--- src/rtl/hdmi_audio_pkg.sv ---
// rtl/hdmi_audio_pkg.sv - shared FSM encoding and saturation helper for the HDMI audio scheduler
package hdmi_audio_pkg;

    typedef enum logic [1:0] {
        ST_IDLE    = 2'd0,
        ST_COLLECT = 2'd1,
        ST_SUM     = 2'd2
    } sched_state_t;

    // Saturating adder output stage: clamps a wide signed sum into a width-bit signed range
    function automatic logic signed [63:0] sat_add(input logic signed [63:0] sum, input int width);
        logic signed [63:0] hi;
        logic signed [63:0] lo;
        hi = (64'sd1 <<< (width - 1)) - 64'sd1;
        lo = -(64'sd1 <<< (width - 1));
        if (sum > hi) begin
            return hi;
        end else if (sum < lo) begin
            return lo;
        end
        return sum;
    endfunction

endpackage

--- src/rtl/audio_nco.sv ---
// rtl/audio_nco.sv - fractional divider producing half-period ticks of the audio clock
module audio_nco #(
    parameter int CLK_FREQ   = 27000000,
    parameter int AUDIO_RATE = 44100
) (
    input  logic clk_pixel,
    input  logic reset_n,
    output logic half_tick
);

    localparam logic [31:0] STEP  = 32'(2 * AUDIO_RATE);
    localparam logic [31:0] LIMIT = 32'(CLK_FREQ);

    logic [31:0] acc;
    logic [31:0] sum;

    // Candidate accumulator value for this cycle
    always_comb begin
        sum = acc + STEP;
    end

    // Phase accumulator: wrap by CLK_FREQ and flag each wrap for one cycle
    always_ff @(posedge clk_pixel) begin
        if (!reset_n) begin
            acc       <= '0;
            half_tick <= 1'b0;
        end else if (sum >= LIMIT) begin
            acc       <= sum - LIMIT;
            half_tick <= 1'b1;
        end else begin
            acc       <= sum;
            half_tick <= 1'b0;
        end
    end

endmodule

--- src/rtl/hdmi_audio_scheduler.sv ---
// rtl/hdmi_audio_scheduler.sv - polls audio sources once per sample, mixes with saturation, feeds the HDMI core
module hdmi_audio_scheduler
    import hdmi_audio_pkg::*;
#(
    parameter int CLK_FREQ        = 27000000,
    parameter int AUDIO_RATE      = 44100,
    parameter int AUDIO_BIT_WIDTH = 16,
    parameter int NUM_SOURCES     = 3
) (
    input  logic                                        clk_pixel,
    input  logic                                        reset_n,
    input  logic                                        enable,
    input  logic [NUM_SOURCES-1:0]                      src_valid,
    input  logic [NUM_SOURCES-1:0][AUDIO_BIT_WIDTH-1:0] src_left,
    input  logic [NUM_SOURCES-1:0][AUDIO_BIT_WIDTH-1:0] src_right,
    output logic [NUM_SOURCES-1:0]                      src_ready,
    input  logic                                        underrun_clear,
    output logic                                        clk_audio,
    output logic [1:0][AUDIO_BIT_WIDTH-1:0]             audio_sample_word,
    output logic                                        include_audio,
    output logic [NUM_SOURCES-1:0]                      underrun,
    output logic                                        overrun
);

    localparam int IDX_W = (NUM_SOURCES > 1) ? $clog2(NUM_SOURCES) : 1;
    localparam int SUM_W = AUDIO_BIT_WIDTH + $clog2(NUM_SOURCES) + 1;
    localparam logic [IDX_W-1:0] LAST_IDX = IDX_W'(NUM_SOURCES - 1);

    // The whole poll-and-mix sequence must finish between two sample ticks
    if ((CLK_FREQ / (2 * AUDIO_RATE)) <= (NUM_SOURCES + 2)) begin : g_rate_check
        $error("hdmi_audio_scheduler: CLK_FREQ/(2*AUDIO_RATE) must exceed NUM_SOURCES+2");
    end

    sched_state_t state;
    sched_state_t state_next;
    logic [IDX_W-1:0] idx;
    logic half_tick;
    logic sample_tick;
    logic [NUM_SOURCES-1:0] underrun_set;
    logic signed [AUDIO_BIT_WIDTH-1:0] cap_l [NUM_SOURCES];
    logic signed [AUDIO_BIT_WIDTH-1:0] cap_r [NUM_SOURCES];
    logic signed [SUM_W-1:0] sum_l;
    logic signed [SUM_W-1:0] sum_r;
    logic [AUDIO_BIT_WIDTH-1:0] sat_l;
    logic [AUDIO_BIT_WIDTH-1:0] sat_r;

    audio_nco #(
        .CLK_FREQ   (CLK_FREQ),
        .AUDIO_RATE (AUDIO_RATE)
    ) u_nco (
        .clk_pixel (clk_pixel),
        .reset_n   (reset_n),
        .half_tick (half_tick)
    );

    // A sample starts on the half tick that brings clk_audio low
    assign sample_tick = half_tick & clk_audio;

    // Audio clock: toggles on every half tick
    always_ff @(posedge clk_pixel) begin
        if (!reset_n) begin
            clk_audio <= 1'b0;
        end else if (half_tick) begin
            clk_audio <= ~clk_audio;
        end
    end

    // FSM state register
    always_ff @(posedge clk_pixel) begin
        if (!reset_n) begin
            state <= ST_IDLE;
        end else begin
            state <= state_next;
        end
    end

    // FSM next-state logic
    always_comb begin
        state_next = state;
        case (state)
            ST_IDLE:    if (sample_tick) state_next = ST_COLLECT;
            ST_COLLECT: if (idx == LAST_IDX) state_next = ST_SUM;
            ST_SUM:     state_next = ST_IDLE;
            default:    state_next = ST_IDLE;
        endcase
    end

    // FSM outputs: one-hot poll strobe and the matching underrun set mask
    always_comb begin
        src_ready    = '0;
        underrun_set = '0;
        for (int i = 0; i < NUM_SOURCES; i++) begin
            src_ready[i]    = (state == ST_COLLECT) && (idx == IDX_W'(i));
            underrun_set[i] = src_ready[i] & ~src_valid[i];
        end
    end

    // Poll index and per-source capture; a missing sample is taken as silence
    always_ff @(posedge clk_pixel) begin
        if (!reset_n) begin
            idx <= '0;
            for (int i = 0; i < NUM_SOURCES; i++) begin
                cap_l[i] <= '0;
                cap_r[i] <= '0;
            end
        end else if (state == ST_IDLE) begin
            idx <= '0;
        end else if (state == ST_COLLECT) begin
            idx <= (idx == LAST_IDX) ? '0 : idx + IDX_W'(1);
            for (int i = 0; i < NUM_SOURCES; i++) begin
                if (src_ready[i]) begin
                    cap_l[i] <= src_valid[i] ? src_left[i]  : '0;
                    cap_r[i] <= src_valid[i] ? src_right[i] : '0;
                end
            end
        end
    end

    // Wide sign-extended mix of the captured samples, then clamp to the output width
    always_comb begin
        sum_l = '0;
        sum_r = '0;
        for (int i = 0; i < NUM_SOURCES; i++) begin
            sum_l = sum_l + {{(SUM_W - AUDIO_BIT_WIDTH){cap_l[i][AUDIO_BIT_WIDTH-1]}}, cap_l[i]};
            sum_r = sum_r + {{(SUM_W - AUDIO_BIT_WIDTH){cap_r[i][AUDIO_BIT_WIDTH-1]}}, cap_r[i]};
        end
        sat_l = AUDIO_BIT_WIDTH'(sat_add(64'(sum_l), AUDIO_BIT_WIDTH));
        sat_r = AUDIO_BIT_WIDTH'(sat_add(64'(sum_r), AUDIO_BIT_WIDTH));
    end

    // Output word and packet enable change only when a mix completes
    always_ff @(posedge clk_pixel) begin
        if (!reset_n) begin
            audio_sample_word <= '0;
            include_audio     <= 1'b0;
        end else if (state == ST_SUM) begin
            include_audio        <= enable;
            audio_sample_word[0] <= enable ? sat_l : '0;
            audio_sample_word[1] <= enable ? sat_r : '0;
        end
    end

    // Sticky status: clear loses to a same-cycle set; ticks outside IDLE are dropped
    always_ff @(posedge clk_pixel) begin
        if (!reset_n) begin
            underrun <= '0;
            overrun  <= 1'b0;
        end else begin
            underrun <= (underrun & ~{NUM_SOURCES{underrun_clear}}) | underrun_set;
            if (sample_tick && (state != ST_IDLE)) begin
                overrun <= 1'b1;
            end
        end
    end

endmodule

--- config.mk ---
export PLATFORM = sky130hd
export DESIGN_NAME = hdmi_audio_scheduler
export DESIGN_NICKNAME = d
export VERILOG_FILES = /design/src/rtl/hdmi_audio_pkg.sv /design/src/rtl/audio_nco.sv /design/src/rtl/hdmi_audio_scheduler.sv
export SDC_FILE = /design/constraint.sdc
export NUM_CORES = 1
export LEC_CHECK = 0
export CAP_MARGIN = 20
export CORE_ASPECT_RATIO = 2
export CORE_MARGIN = 8
export CORE_UTILIZATION = 33
export DETAILED_ROUTE_END_ITERATION = 8
export SLEW_MARGIN = 20
export SYNTH_ARGS = -nofsm -noshare
export SYNTH_HDL_FRONTEND = slang
export SYNTH_SLANG_ARGS = --single-unit
--- constraint.sdc ---
create_clock -name clk_pixel -period 7 [get_ports clk_pixel]
set_input_delay 0.7 -clock clk_pixel [delete_from_list [all_inputs] [get_ports clk_pixel]]
set_output_delay 0.7 -clock clk_pixel [all_outputs]
set_load 0.01 [all_outputs]
# [Yosys cells after proc, flatten, opt, wreduce, memory -nomap -nowiden]
# Memories as Yosys holds them, arrays and structs flattened.
# Cells that the tools add are included.
[totals] input_bits=103 romBits=0 n_memories=2 latch_bits=0 out_inout_bits=41 register_bits=75 word_cells=103 mem_bits_rw=96
[classes] multipliers=0 div_mod_pow=0 bitwise=18 shifts=0 n_addsub=7 n_mux=46 reduce_logical=9 n_lt_le_gt_ge=5 eq_ne=6
[memory_table] name="cap_l" depth=3 word_bits=16 read_ports=3 rd_ports_with_merged_regs=0 write_ports=3 line="hdmi_audio_scheduler.sv:40" rtl="logic signed [AUDIO_BIT_WIDTH-1:0] cap_l [NUM_SOURCES];"
[memory_table] name="cap_r" depth=3 word_bits=16 read_ports=3 rd_ports_with_merged_regs=0 write_ports=3 line="hdmi_audio_scheduler.sv:41" rtl="logic signed [AUDIO_BIT_WIDTH-1:0] cap_r [NUM_SOURCES];"
[ops] op="two-way mux 16 bit" n=20
[ops] op="adder 17 x 16 -> 18 bit" n=2
[ops] op="> comparator 18 x 16 -> 1 bit (second input constant)" n=2
[ops] op="less-than comparator 18 x 16 -> 1 bit (second input constant)" n=2
[ops] op="adder 16 x 16 -> 17 bit" n=2
[ops] op="adder 32 x 17 -> 32 bit (second input constant)" n=1
[ops] op=">= comparator 32 x 25 -> 1 bit (second input constant)" n=1
[ops] op="two-way mux 32 bit" n=1
[ops] op="subtractor 32 x 25 -> 32 bit (second input constant)" n=1
[ops] op="two-way mux 1 bit" n=21
[ops] op="two-way mux 2 bit" n=3
[ops] op="OR 1 bit" n=6
[ops] op="NOT 1 bit" n=5
[ops] op="bitwise AND 1 bit" n=4
[ops] op="== test 2 x 1 -> 1 bit (second input constant)" n=2
[ops] op="== test 2 bit (second input constant)" n=2
[ops] op="logical AND 1 bit" n=4
[ops] op="logical NOT 2 bit" n=2
[ops] op="inequality test 2 bit (second input constant)" n=2
[ops] op="case mux 2 bit (2 select lines)" n=1
[ops] op="bitwise AND 3 bit" n=1
[ops] op="NOT 3 bit" n=1
[ops] op="OR 3 bit" n=1
[ops] op="adder 2 x 1 -> 2 bit (second input constant)" n=1
[ops] op="3 further kinds" n=3

# [Longest topological paths before layout]
[depth] ltp_word=8 ltp_mapped=15 ltp_nobuf=13

# [Hierarchy]
# Synthesis repeated with hierarchy kept, for this count alone.
[hier_totals] hier_cells=987 area_unflattened_um2=10153.5
[by_module_without_submodules] mod="hdmi_audio_scheduler" seq_area_each_um2=3723.6 cells_each=648 area_each_um2=7502.2 instances=1
[by_module_without_submodules] mod="audio_nco" seq_area_each_um2=600.6 cells_each=339 area_each_um2=2651.3 instances=1

# [Worst setup path after synthesis]
# No wires, ideal clock.
[synth_timing] kind="reg-to-reg" startpoint="memory cap_r[0][1]" endpoint="register audio_sample_word[24] (netlist bit)" arrival_ns=3.611 synth_period_minus_slack_ns=3.743 setup_ns=0.132 path_stages_with_launch=15 required_ns=6.868 slack_ns=3.257 path_buffers=1 cell_sequence="edfxtp_1 fa_1 ha_1 fa_1 a21o_1 a21oi_1 nand2b_1 a2111oi_0 o32a_1 o21ai_0 o21ai_0 a22oi_1 clkbuf_1 a21o_1 a21oi_1"
[synth_rtl] item="start, declared" line="hdmi_audio_scheduler.sv:41"
[synth_rtl] item="end, declared" line="hdmi_audio_scheduler.sv:19" rtl="output logic [1:0][AUDIO_BIT_WIDTH-1:0] audio_sample_word,"

==> summary.txt <==
Final layout
  • Most common cell after layout, fill and taps aside: clkdlybuf4s50_1
  • Final #Nets: 1256
  • Fill cells: 2842
  • Sequential cell area: 4320 um^2
  • Post-layout instance area: 12200 um^2
  • Most frequent cells in the layout: clkdlybuf4s50_1 (143), and3_1 (109), edfxtp_1 (96)
  • Syn-to-layout area delta: 23.6%
  • Multi-input gate area: 5260 um^2
  • Share of cells above drive strength 1: 6.83%
  • N_diodes: 0

Pwr
  • Switching share of power: 37.8%
  • Psw: 1.39 mW
  • P per Cell Area: 300 nW/um^2
  • Clock power share: 25.7%
  • Worst IR Drop VDD: 0.179 mV
  • Leakage: 4.85 nW
  • Logic pwr share: 37.8%
  • Reg power frac: 36.5%
  • P_int: 2.28 mW

Route
  • Final WL: 25200 um
  • Routed WL per cell: 17.2 um
  • Initial detailed-routing violation count: 493
  • Via density per instance: 5.27
  • Via count: 7727
  • Antenna viol nets, final: 0
  • TritonRoute pass-1 iters: 5
  • DRC viols: 0

Placement
  • Gp weighted congestion: 0.874
  • DP Wirelength: 18600 um
  • Number of I/O port buffers: 143
  • Pre-CTS WS: 2.47 ns
  • Area after detailed placement: 11600 um^2

Critical path
  • CP Data Arrival Time: 4.90 ns
  • Endpoint class of the critical path: register
  • Required time of the critical path: 7.36 ns
  • WS Path Type: register to register
  • Critical path startpoint category: register
  • Worst-path fanout max: 12
  • Crit-path cells: fa_1 -> ha_1 -> fa_1 -> a21oi_1 -> o21ai_0 -> o211a_1 -> o311ai_0 -> a31oi_1 -> o22ai_1 -> nor2_1 -> mux2i_1 -> o21ai_0 -> a21oi_1
  • Max stage delay cell, worst path: o311ai_0
  • R2r setup slk: 2.46 ns
  • Max incr delay on CP: 0.87 ns

Worst hold path
  • Worst hold path class: register to register

Die
  • FP Rows: 90
  • Starting Density: 33.2%
  • CORE AREA: 29800 um^2
  • IO Pins: 144
  • Die width: 139 um
  • Die area: 36100 um^2
  • Die Ht: 261 um

Synthesis
  • EDFF count, synth: 96
  • Synth cell types: 82
  • Syn Area/Cell: 10.2 um^2
  • Post-synthesis async set-or-reset flop share: 0%
  • Yosys reg bits: 168
  • Synth Instances: 970
  • Post-synth top flop: edfxtp_1
  • YS warnings: 0
  • Post-Syn Area: 9900 um^2
  • Register area share after synthesis: 43.7%
  • Net Count, Synth: 1141

Clock tree
  • Hold Buf Count CTS: 0
  • H-tree depth: 4
  • Clk_lat worst skew: 0.44 ns
  • TritonCTS Buffers: 17
  • Root buffer cell: clkbuf_16
  • CTS tree: done
  • Post-CTS sizing: 0
  • Setup bufs post-CTS: 0
  • Clock tree buffer depth: 2
  • Clock-pin slew on the worst setup and hold paths: 0.07 ns
  • Clk sinks: 168

STA
  • Worst-Margin Slew: 1.01 ns
  • Max-Slew Margin vs Limit: 32.1%
  • Period utilization: 64.8%
  • Setup TNS: 0 ns
  • Fin worst setup slack: 2.46 ns
  • Clk_skew: 0.0136 ns
  • Max Slew Vio Count: 0
  • Achievable frequency: 220 MHz
  • RSZ-0062 raised after global routing: false
  • Final Hold Vio Count: 0
  • Min Tclk post-route: 4.54 ns
  • # setup viols final: 0

Run
  • Max-Cap Viols: 0

Global route
  • Vias in the first global route: 7708
  • Global route overflow: 0
  • First-pass GRT wire length: 40000 um
  • GRT Total Usage: 13.7%
  • Largest net degree at the start of global routing: 97
  • Initial antenna violation count: 0

Run status
  • Status: finished, final reports clean
==> sequential cells by signal (all words and copies together) (netlist names), 2 cells and up <==
signal             flops
cap_r                 48
audio_sample_word     32
state                  2
cap_l                 48
underrun               3
u_nco.acc             29
idx                    2
==> through the flow <==
step	std cells	hold WS (ns)	utilization [%]	power [mW]
detailed placement	1433	0.449	39.0	2.74
floorplan	970	0.472	-	2.42
finish	1466	0.454	41.0	3.67
CTS	1465	0.458	41.0	3.70
global placement	1432	0.441	38.9	2.72
global route	1466	0.482	41.0	3.91
==> routing by layer <==
metal | vias to the layer above | GRT usage (%) | share of wire [%]
li1 | 3817 | - | -
met1 | 3622 | 17.9 | 47
met2 | 258 | 21.5 | 45
met3 | 30 | 3.21 | 5.7
met4 | 0 | 5.52 | 2.1
met5 | - | 0 | 0
==> final timing paths <==
check,from,end,cells after the start
min,audio_sample_word[25],audio_sample_word[25],2
max reg2reg,cap_l[0][1],audio_sample_word[10],13
min reg2reg,audio_sample_word[25],audio_sample_word[25],2
max,cap_l[0][1],audio_sample_word[10],13
==> synthesized netlist by cell type (3+ instances only) <==
master	number	share of area, %
a31o_2	3	0.27
dfxtp_1	72	15
nand4_1	15	0.95
o21a_1	5	0.38
o2111ai_1	3	0.27
a311oi_1	3	0.27
buf_4	4	0.30
clkbuf_2	3	0.15
a211oi_1	7	0.53
nor2_1	73	2.8
nand2b_1	13	0.82
nor4_1	3	0.19
inv_1	21	0.80
a22oi_1	3	0.23
xnor2_1	41	3.6
a31oi_1	14	0.88
nor3_1	17	0.86
nor2b_1	4	0.25
nand3_1	21	1.1
nor3_2	3	0.30
edfxtp_1	96	29
ha_1	34	4.3
clkbuf_1	35	1.3
buf_1	4	0.15
o21bai_1	8	0.61
fa_1	34	6.9
mux2i_1	6	0.61
o211ai_1	10	0.76
nand3_2	3	0.30
nor3b_1	4	0.30
or2_2	7	0.44
a21oi_1	70	3.5
and3_1	109	6.9
a21o_1	16	1.2
and4_1	6	0.53
nand2_1	61	2.3
o21ai_0	37	1.9
and2_1	11	0.69
xor2_1	22	1.9
buf_2	10	0.51
a32oi_1	3	0.27
a221oi_1	5	0.44
==> cells by family after synthesis <==
group	after synthesis	share of synthesized area (%)
AOI/OAI and AO/OA	224	15.6
xor gates and xnor gates	64	5.74
adders and majority gates	68	11.2
buffers and inverters	78	3.35
DFF	168	43.7
muxes	6	0.606
and+or+nand+nor	362	19.9
==> power groups by stage <==
stage / Sequential (mW) / Combinational [mW] / Clock (mW)
after floorplan: 1.27 / 1.16 / 0
after global placement: 1.35 / 1.37 / 0
after detailed placement: 1.36 / 1.38 / 0
after CTS: 1.34 / 1.39 / 0.973
after global routing: 1.36 / 1.54 / 1.01
final: 1.34 / 1.39 / 0.945
==> cell type report <==
class | instances | share of cell area [%]
inverter | 21 | 0.644
sequential | 168 | 35.3
multi-input combinational | 724 | 43.0
clock inverter | 15 | 1.45
tap | 368 | 3.76
clock buffer | 17 | 3.48
timing repair buffer | 153 | 12.4
==> critical path, delay by kind of cell, from the launching register on <==
| family | cells | cell delay (ns) |
|---|---|---|
| mux | 1 | 0.64 |
| simple gates | 1 | 0.09 |
| fa+ha+maj | 3 | 1.12 |
| compound gates | 8 | 2.22 |
| flops | 1 | 0.40 |
Note: power is estimated with default switching activity, not from simulation.
